[config.mk]
export PLATFORM = sky130hd
export DESIGN_NAME = register_file_controller
export DESIGN_NICKNAME = d
export VERILOG_FILES = /design/src/rtl/register_file_controller_pkg.sv /design/src/rtl/register_file_controller.sv
export SDC_FILE = /design/constraint.sdc
export NUM_CORES = 1
export LEC_CHECK = 0
export ABC_CLOCK_PERIOD_IN_PS = 2000
export BUFFER_PORTS_ARGS = -buffer_cell sky130_fd_sc_hd__buf_2
export CAP_MARGIN = 20
export CORE_MARGIN = 2
export CORE_UTILIZATION = 41
export CTS_CLUSTER_DIAMETER = 120
export CTS_CLUSTER_SIZE = 12
export DETAILED_ROUTE_END_ITERATION = 6
export PLACE_DENSITY = 0.69
export SYNTH_ARGS = -nofsm -noshare
export SYNTH_HDL_FRONTEND = slang
export SYNTH_SLANG_ARGS = --single-unit
[constraint.sdc]
create_clock -name clk -period 2 [get_ports clk]
set_input_delay 0.1 -clock clk [delete_from_list [all_inputs] [get_ports clk]]
set_output_delay 0.1 -clock clk [all_outputs]
set_load 0.01 [all_outputs]
[src/rtl/register_file_controller_pkg.sv]
// Shared constants and FSM encoding for the UART-to-register-file command controller.
package register_file_controller_pkg;

    localparam logic [7:0] CMD_WRITE  = 8'hAA;
    localparam logic [7:0] CMD_READ   = 8'hBB;
    localparam logic [7:0] ERROR_BYTE = 8'hEE;

    typedef enum logic [2:0] {
        IDLE    = 3'd0,
        WR_ADDR = 3'd1,
        WR_DATA = 3'd2,
        RD_ADDR = 3'd3,
        RD_WAIT = 3'd4,
        TX_SEND = 3'd5
    } state_t;

endpackage

[src/rtl/register_file_controller.sv]
// Decodes byte-serial write/read frames into register-file accesses; read data returns as one tx byte.
// Optional read watchdog enabled by defining READ_TIMEOUT_EN.
module register_file_controller
    import register_file_controller_pkg::*;
#(
    parameter int DATA_WIDTH          = 8,
    parameter int REGISTER_FILE_DEPTH = 16,
    parameter int TIMEOUT_CYCLES      = 8,
    localparam int ADDR_WIDTH         = $clog2(REGISTER_FILE_DEPTH)
) (
    input  logic                  clk,
    input  logic                  reset,
    input  logic [DATA_WIDTH-1:0] rx_data,
    input  logic                  rx_data_valid,
    output logic [ADDR_WIDTH-1:0] address,
    output logic                  write_enable,
    output logic                  read_enable,
    output logic [DATA_WIDTH-1:0] write_data,
    input  logic [DATA_WIDTH-1:0] read_data,
    input  logic                  read_data_valid,
    output logic [DATA_WIDTH-1:0] tx_data,
    output logic                  tx_data_valid,
    input  logic                  tx_busy,
    output logic                  cmd_error
);

    // One extra bit so a depth equal to 2**DATA_WIDTH still compares correctly.
    localparam logic [DATA_WIDTH:0] DEPTH_LIMIT = (DATA_WIDTH+1)'(REGISTER_FILE_DEPTH);

    state_t                state, state_d;
    logic [ADDR_WIDTH-1:0] address_d;
    logic [DATA_WIDTH-1:0] write_data_d, tx_data_d;
    logic                  write_enable_d, read_enable_d, tx_data_valid_d, cmd_error_d;
    logic                  addr_in_range;

    assign addr_in_range = ({1'b0, rx_data} < DEPTH_LIMIT);

`ifdef READ_TIMEOUT_EN
    localparam int TIMER_W = $clog2(TIMEOUT_CYCLES + 1);
    logic [TIMER_W-1:0] timer, timer_d;
`else
    logic unused_timeout;
    assign unused_timeout = (TIMEOUT_CYCLES == 0) ^ (ERROR_BYTE == 8'h00);
`endif

    always_comb begin
        // NOTE: every variable gets a default before the case; a path that skips one would infer a latch.
        state_d         = state;
        address_d       = address;
        write_data_d    = write_data;
        tx_data_d       = tx_data;
        write_enable_d  = 1'b0;
        read_enable_d   = 1'b0;
        tx_data_valid_d = 1'b0;
        cmd_error_d     = 1'b0;
`ifdef READ_TIMEOUT_EN
        timer_d         = timer;
`endif
        case (state)
            IDLE: if (rx_data_valid) begin
                if (rx_data == DATA_WIDTH'(CMD_WRITE))     state_d = WR_ADDR;
                else if (rx_data == DATA_WIDTH'(CMD_READ)) state_d = RD_ADDR;
                else                                       cmd_error_d = 1'b1;
            end
            WR_ADDR: if (rx_data_valid) begin
                if (addr_in_range) begin
                    address_d = rx_data[ADDR_WIDTH-1:0];
                    state_d   = WR_DATA;
                end else begin
                    cmd_error_d = 1'b1;
                    state_d     = IDLE;
                end
            end
            WR_DATA: if (rx_data_valid) begin
                write_data_d   = rx_data;
                write_enable_d = 1'b1;
                state_d        = IDLE;
            end
            RD_ADDR: if (rx_data_valid) begin
                if (addr_in_range) begin
                    address_d     = rx_data[ADDR_WIDTH-1:0];
                    read_enable_d = 1'b1;
                    state_d       = RD_WAIT;
`ifdef READ_TIMEOUT_EN
                    timer_d       = '0;
`endif
                end else begin
                    cmd_error_d = 1'b1;
                    state_d     = IDLE;
                end
            end
            // The first RD_WAIT cycle is the read_enable cycle, so a same-cycle response is captured.
            RD_WAIT: begin
                if (read_data_valid) begin
                    tx_data_d = read_data;
                    state_d   = TX_SEND;
                end
`ifdef READ_TIMEOUT_EN
                else if (timer == TIMER_W'(TIMEOUT_CYCLES - 1)) begin
                    tx_data_d   = DATA_WIDTH'(ERROR_BYTE);
                    cmd_error_d = 1'b1;
                    state_d     = TX_SEND;
                end else begin
                    timer_d = timer + 1'b1;
                end
`endif
            end
            TX_SEND: if (!tx_busy) begin
                tx_data_valid_d = 1'b1;
                state_d         = IDLE;
            end
            default: state_d = IDLE;
        endcase
    end

    always_ff @(posedge clk or negedge reset) begin
        if (!reset) begin
            state <= IDLE;
        end else begin
            state <= state_d;
        end
    end

    // NOTE: registered state uses non-blocking assignments so every flop samples pre-edge values.
    always_ff @(posedge clk or negedge reset) begin
        if (!reset) begin
            address       <= '0;
            write_data    <= '0;
            tx_data       <= '0;
            write_enable  <= 1'b0;
            read_enable   <= 1'b0;
            tx_data_valid <= 1'b0;
            cmd_error     <= 1'b0;
        end else begin
            address       <= address_d;
            write_data    <= write_data_d;
            tx_data       <= tx_data_d;
            write_enable  <= write_enable_d;
            read_enable   <= read_enable_d;
            tx_data_valid <= tx_data_valid_d;
            cmd_error     <= cmd_error_d;
        end
    end

`ifdef READ_TIMEOUT_EN
    always_ff @(posedge clk or negedge reset) begin
        if (!reset) begin
            timer <= '0;
        end else begin
            timer <= timer_d;
        end
    end
`endif

endmodule

# ---- Yosys cells after proc, flatten, opt, wreduce, memory -nomap -nowiden
# Cells that the tools add are included.
dict set report op_classes {
  muxes 24
  reduce_logical 6
  eq_ne 14
  n_lt_le_gt_ge 1
}
# operator n
set op_table {}
lappend op_table {{3-bit two-way mux} 9}
lappend op_table {{3-bit one-hot mux with 6 select lines} 1}
lappend op_table {{8-bit equality test (second input constant)} 2}
lappend op_table {{1-bit two-way mux} 12}
lappend op_table {{2-bit != test (second input constant)} 6}
lappend op_table {{8-bit by 5-bit < comparator with 1-bit output (second input constant)} 1}
lappend op_table {{7-bit AND reduction} 1}
lappend op_table {{3-bit by 2-bit equality test with 1-bit output (second input constant)} 2}
lappend op_table {{3-bit equality test (second input constant)} 2}
lappend op_table {{2-bit AND reduction} 2}
lappend op_table {{3-bit by 1-bit equality test with 1-bit output (second input constant)} 1}
lappend op_table {{3-bit logical NOT} 1}
lappend op_table {{3-bit != test (second input constant)} 1}
lappend op_table {{3-bit AND reduction} 1}
lappend op_table {{2-bit two-way mux} 1}
lappend op_table {{1-bit one-hot mux with 2 select lines} 1}
lappend op_table {{2-bit OR reduction} 1}
dict set report totals {
  register_bits 27
  out_inout_bits 24
  in_bits 21
  word_cells 53
}

# ---- Depth between registers and ports, before layout
dict set report depth {
  word_depth 5
  mapped_depth 5
  ltp_nobuf 4
}

# ---- Worst setup path before layout
# OpenSTA, ideal clock, no wires.
dict set report synth_path {
  path_kind {reg2reg}
  from {register state[2]}
  to {register address[0]}
  setup_time_ps 125
  path_buffers 1
  slack_ps 317
  arrival_ps 1558
  t_required_ps 1875
  period_less_slack_ps 1683
  path_stages_with_launch 6
  path_cell_list {dfrtp_1 > buf_6 > or4b_1 > nor3_2 > nand2_2 > mux2_2}
}
dict set report synth_via {
  elab_chain_cells 3
  word_cells_on_any_way 4
  classes_between {eq/ne (2); reduce/logical (2)}
}
# element line_no
set synth_rtl {}
lappend synth_rtl {{start, declared} register_file_controller.sv:30} ;# state_t state, state_d;
lappend synth_rtl {{start signal, assigned} register_file_controller.sv:120} ;# state <= state_d;
lappend synth_rtl {{3-bit by 2-bit equality test with 1-bit output / 3-bit by 1-bit equality test with 1-bit output (equally long branches)} register_file_controller.sv:59} ;# case (state)
lappend synth_rtl {{2-bit OR reduction (no source line) *} -}
lappend synth_rtl {{3-bit AND reduction (no source line) *} -}
lappend synth_rtl {{end signal, assigned} register_file_controller.sv:135} ;# address <= address_d;
lappend synth_rtl {{end, declared} register_file_controller.sv:15} ;# output logic [ADDR_WIDTH-1:0] address,
# Mark *: on every way between the ends. The rest lies on a longest branch, timed or not.
# A chain may end at the register's enable or synchronous reset.

# ---- Worst setup path in the final report
dict set report layout_path {
  from {register state[0]}
  to {register address[0]}
}
# Same word-level chain as after synthesis.

==> impl_results.md <==
- R2R depth: 4
- Latest clock arrival within the worst-skew pair: 0.32 ns
- Synth Area in Simple Gates: 11.82%
- First-pass GRT wire length: 3974 µm
- CP Launch Type: flop
- Max rail drop VDD: 0.0008093 V
- Max Slew Vio Count: 0
- Top-count cell post-synth: dfrtp_1
- Worst-Margin Slew: 0.5763 ns
- Status: finished clean
- First DRT Iteration DRCs: 6
- Number of global-route vias before repair: 924
- Hold-critical path depth: 2
- RSZ-0062 raised after global routing: false
- Initial cell density of the core: 42.15%
- PD cells: 1129 nW/µm²
- Max FO, Critical Path: 9
- Root Buffer: clkbuf_4
- Final instance area: 1474 µm²
- Htree depth: 1
- # clock sinks: 27
- Post-DR vias/cell: 5.019
- Crit path DAT: 2.02 ns
- PostCTS Resize Cnt: 0
- Buffers added on ports: 44
- Mapped Area: 1132 µm²
- Die height: 56.55 µm
- Max-cap violation count: 0
- Ys flop type: dfrtp_1
- R2R Setup Slk: 0.20 ns
- Hold/Removal Path Class: in2reg
- Seq/Total Area, Yosys: 59.67%
- Worst path max stage delay: 0.54 ns
- Yosys reg bits: 27
- Synth Area in Adders: 0%
- Area Growth Syn to Fin: 30.17%
- Storage cell area: 675.6 µm²
- Share of the synthesized area in the top cell type: 59.67%
- Commonest cells post-synth: 27 x dfrtp_1, 21 x mux2_2, 4 x nor2_1
- Die Wd: 56.55 µm
- Crit-path slowest cell: dfrtp_1
- Total CTS buffers: 3
- DP Area: 1386 µm²
- Largest family of logic cells by synthesized area: multiplexers
- Total congestion overflow: 0
- Async SR Flop Fraction: 100.0%
- Clock transition at path regs: 0.13 ns
- Worst Hold Path EP: tx_data[0]$_DFFE_PN0P_
- EDFF count, synth: 0
- Nets@finish: 153
- Row count: 19
- Crit path kind: reg2reg
- Ratio of cells with drive above 1 in the final layout: 57.25%
- Max clock buf depth: 2
- Routed Antenna Nets: 0
- Distinct cells, synth: 26
- Static Leakage: 0.7640 nW
- GPL Wtd Cong: 0.8368
- Fmax: 556.9 MHz
- Final worst path period share: 89.77%
- Hold_sp: read_data[0]
- Critical Path Sink Type: flop
- Via count: 813
- Tmin final: 1.795 ns
- Final setup fails: 0
- Synth Area in Compound Gates: 3.867%
- CTS tree: built
- Antenna cells: 0
- All-Layer GR Usage: 16.08%
- DRC Markers: 0
- Setup_tns: 0 ns
- Worst path required time: 2.22 ns
- Worst Clk Skew: 0.006951 ns
- Multiplexer share of the synthesized area: 21.77%
- Critical path cell sequence: or4b_1 -> nor3_2 -> nand2_2 -> mux2_2
- DR WL/cell: 13.87 µm
- Initial antenna violation count: 0
- Post-DP HPWL: 1683 µm
- Cells after Synth: 78
- XOR/XNOR Fraction of Synth Area: 0.7735%
- Warnings, synthesis: 0
- Die area: 3198 µm²
- Final Hold Vio Count: 0
- FF-to-FF End: address[0]$_DFFE_PN0P_
- Pre-antenna DRT Iters: 3
- Fillers: 230
- Max_slew headroom: 61.58%
- Core area: 2686 µm²
- Multi-input gate area: 432.9 µm²
- Post-Syn Nets: 99
- I/O Pins: 45
- Synth top area cells: dfrtp_1 60%, mux2_2 21%, nor4b_4 2.1%
- Reg2reg start: state[0]$_DFFE_PN0P_
- Synth area leader: dfrtp_1
- Pin count of the biggest net entering global routing: 28
- Final wirelength: 2247 µm
- Syn Area/Cell: 14.52 µm²
-- power breakdown --
part           switching, mW  internal (mW)  leakage, nW  total (mW)
logic                  0.276          0.334        0.397       0.609
clock network          0.147         0.0748       0.0177       0.222
registers              0.109          0.724        0.349       0.833
-- cell families (layout without fill, tap and decap cells) --
group | after synthesis | count (layout)
multiplexers | 22 | 22
AND/OR/NAND/NOR | 18 | 18
flip-flops | 27 | 27
XOR/XNOR | 1 | 1
AO/OA/AOI/OAI | 6 | 6
buffers and inverters | 4 | 57
-- cell usage in the layout (no fill, tap or decap), types with 2 or more instances in the layout --
master | synthesis | layout
o21ai_0 | 2 | 2
dlygate4sd3_1 | 0 | 6
nor2_1 | 4 | 4
clkbuf_4 | 0 | 3
buf_2 | 1 | 44
buf_4 | 0 | 2
mux2_2 | 21 | 21
dfrtp_1 | 27 | 27
nand2b_1 | 3 | 3
-- what timing repair did --
item,4_1_cts,5_1_grt
buffers inserted,0,0
endpoints found under the hold margin,31,1
hold buffers,5,1
-- state kept, by name (all words and copies together) (netlist names) --
name           count
state              3
read_enable        1
write_data         8
tx_data_valid      1
tx_data            8
address            4
cmd_error          1
write_enable       1
-- area by class of cell --
type                            count  share of cell area, %
Sequential cell                    27                  45.84
Clock buffer                        3                  1.528
Tap cell                           31                  2.632
Multi-Input combinational cell     47                  29.37
Clock inverter                      1                 0.3396
Timing Repair Buffer               52                  20.03
Inverter                            1                 0.2547
-- how the worst max path moves through the flow --
stage                                     from                      to  slack [ns]  cells past startpoint
after CTS                 state[0]$_DFFE_PN0P_  address[0]$_DFFE_PN0P_        0.22                      4
after global routing      state[0]$_DFFE_PN0P_  address[1]$_DFFE_PN0P_        0.15                      4
after detailed placement  state[0]$_DFFE_PN0P_  address[0]$_DFFE_PN0P_        0.25                      4
final                     state[0]$_DFFE_PN0P_  address[0]$_DFFE_PN0P_        0.20                      4
after floorplan           state[2]$_DFFE_PN0P_  address[0]$_DFFE_PN0P_        0.32                      5
after global placement    state[0]$_DFFE_PN0P_  address[0]$_DFFE_PN0P_        0.33                      4
-- critical path, delay by kind of cell, from the launching register on --
family / cells / cell delay [ns]
simple gates: 3 / 0.87
flops: 1 / 0.54
mux: 1 / 0.29
-- metal layers --
layer | vias up | GRT usage (%) | routed length (µm)
met4 | 0 | 7.483 | 30
met1 | 409 | 19.70 | 934
met5 | - | 0 | 0
li1 | 385 | - | -
met3 | 4 | 3.456 | 78
met2 | 15 | 26.91 | 1204
-- metrics by stage --
stage	hold slack, ns	cells	util, %	setup slack (ns)	power, mW
CTS	0.0002411	161	54.49	0.2224	1.693
global route	0.005161	162	54.87	0.1452	1.796
global placement	0.1334	152	51.61	0.3327	1.433
detailed placement	0.1404	152	51.61	0.2509	1.456
finish	0.01405	162	54.87	0.2045	1.664
floorplan	-0.1956	78	-	0.3172	1.206
(Power assumes the default switching activity.)
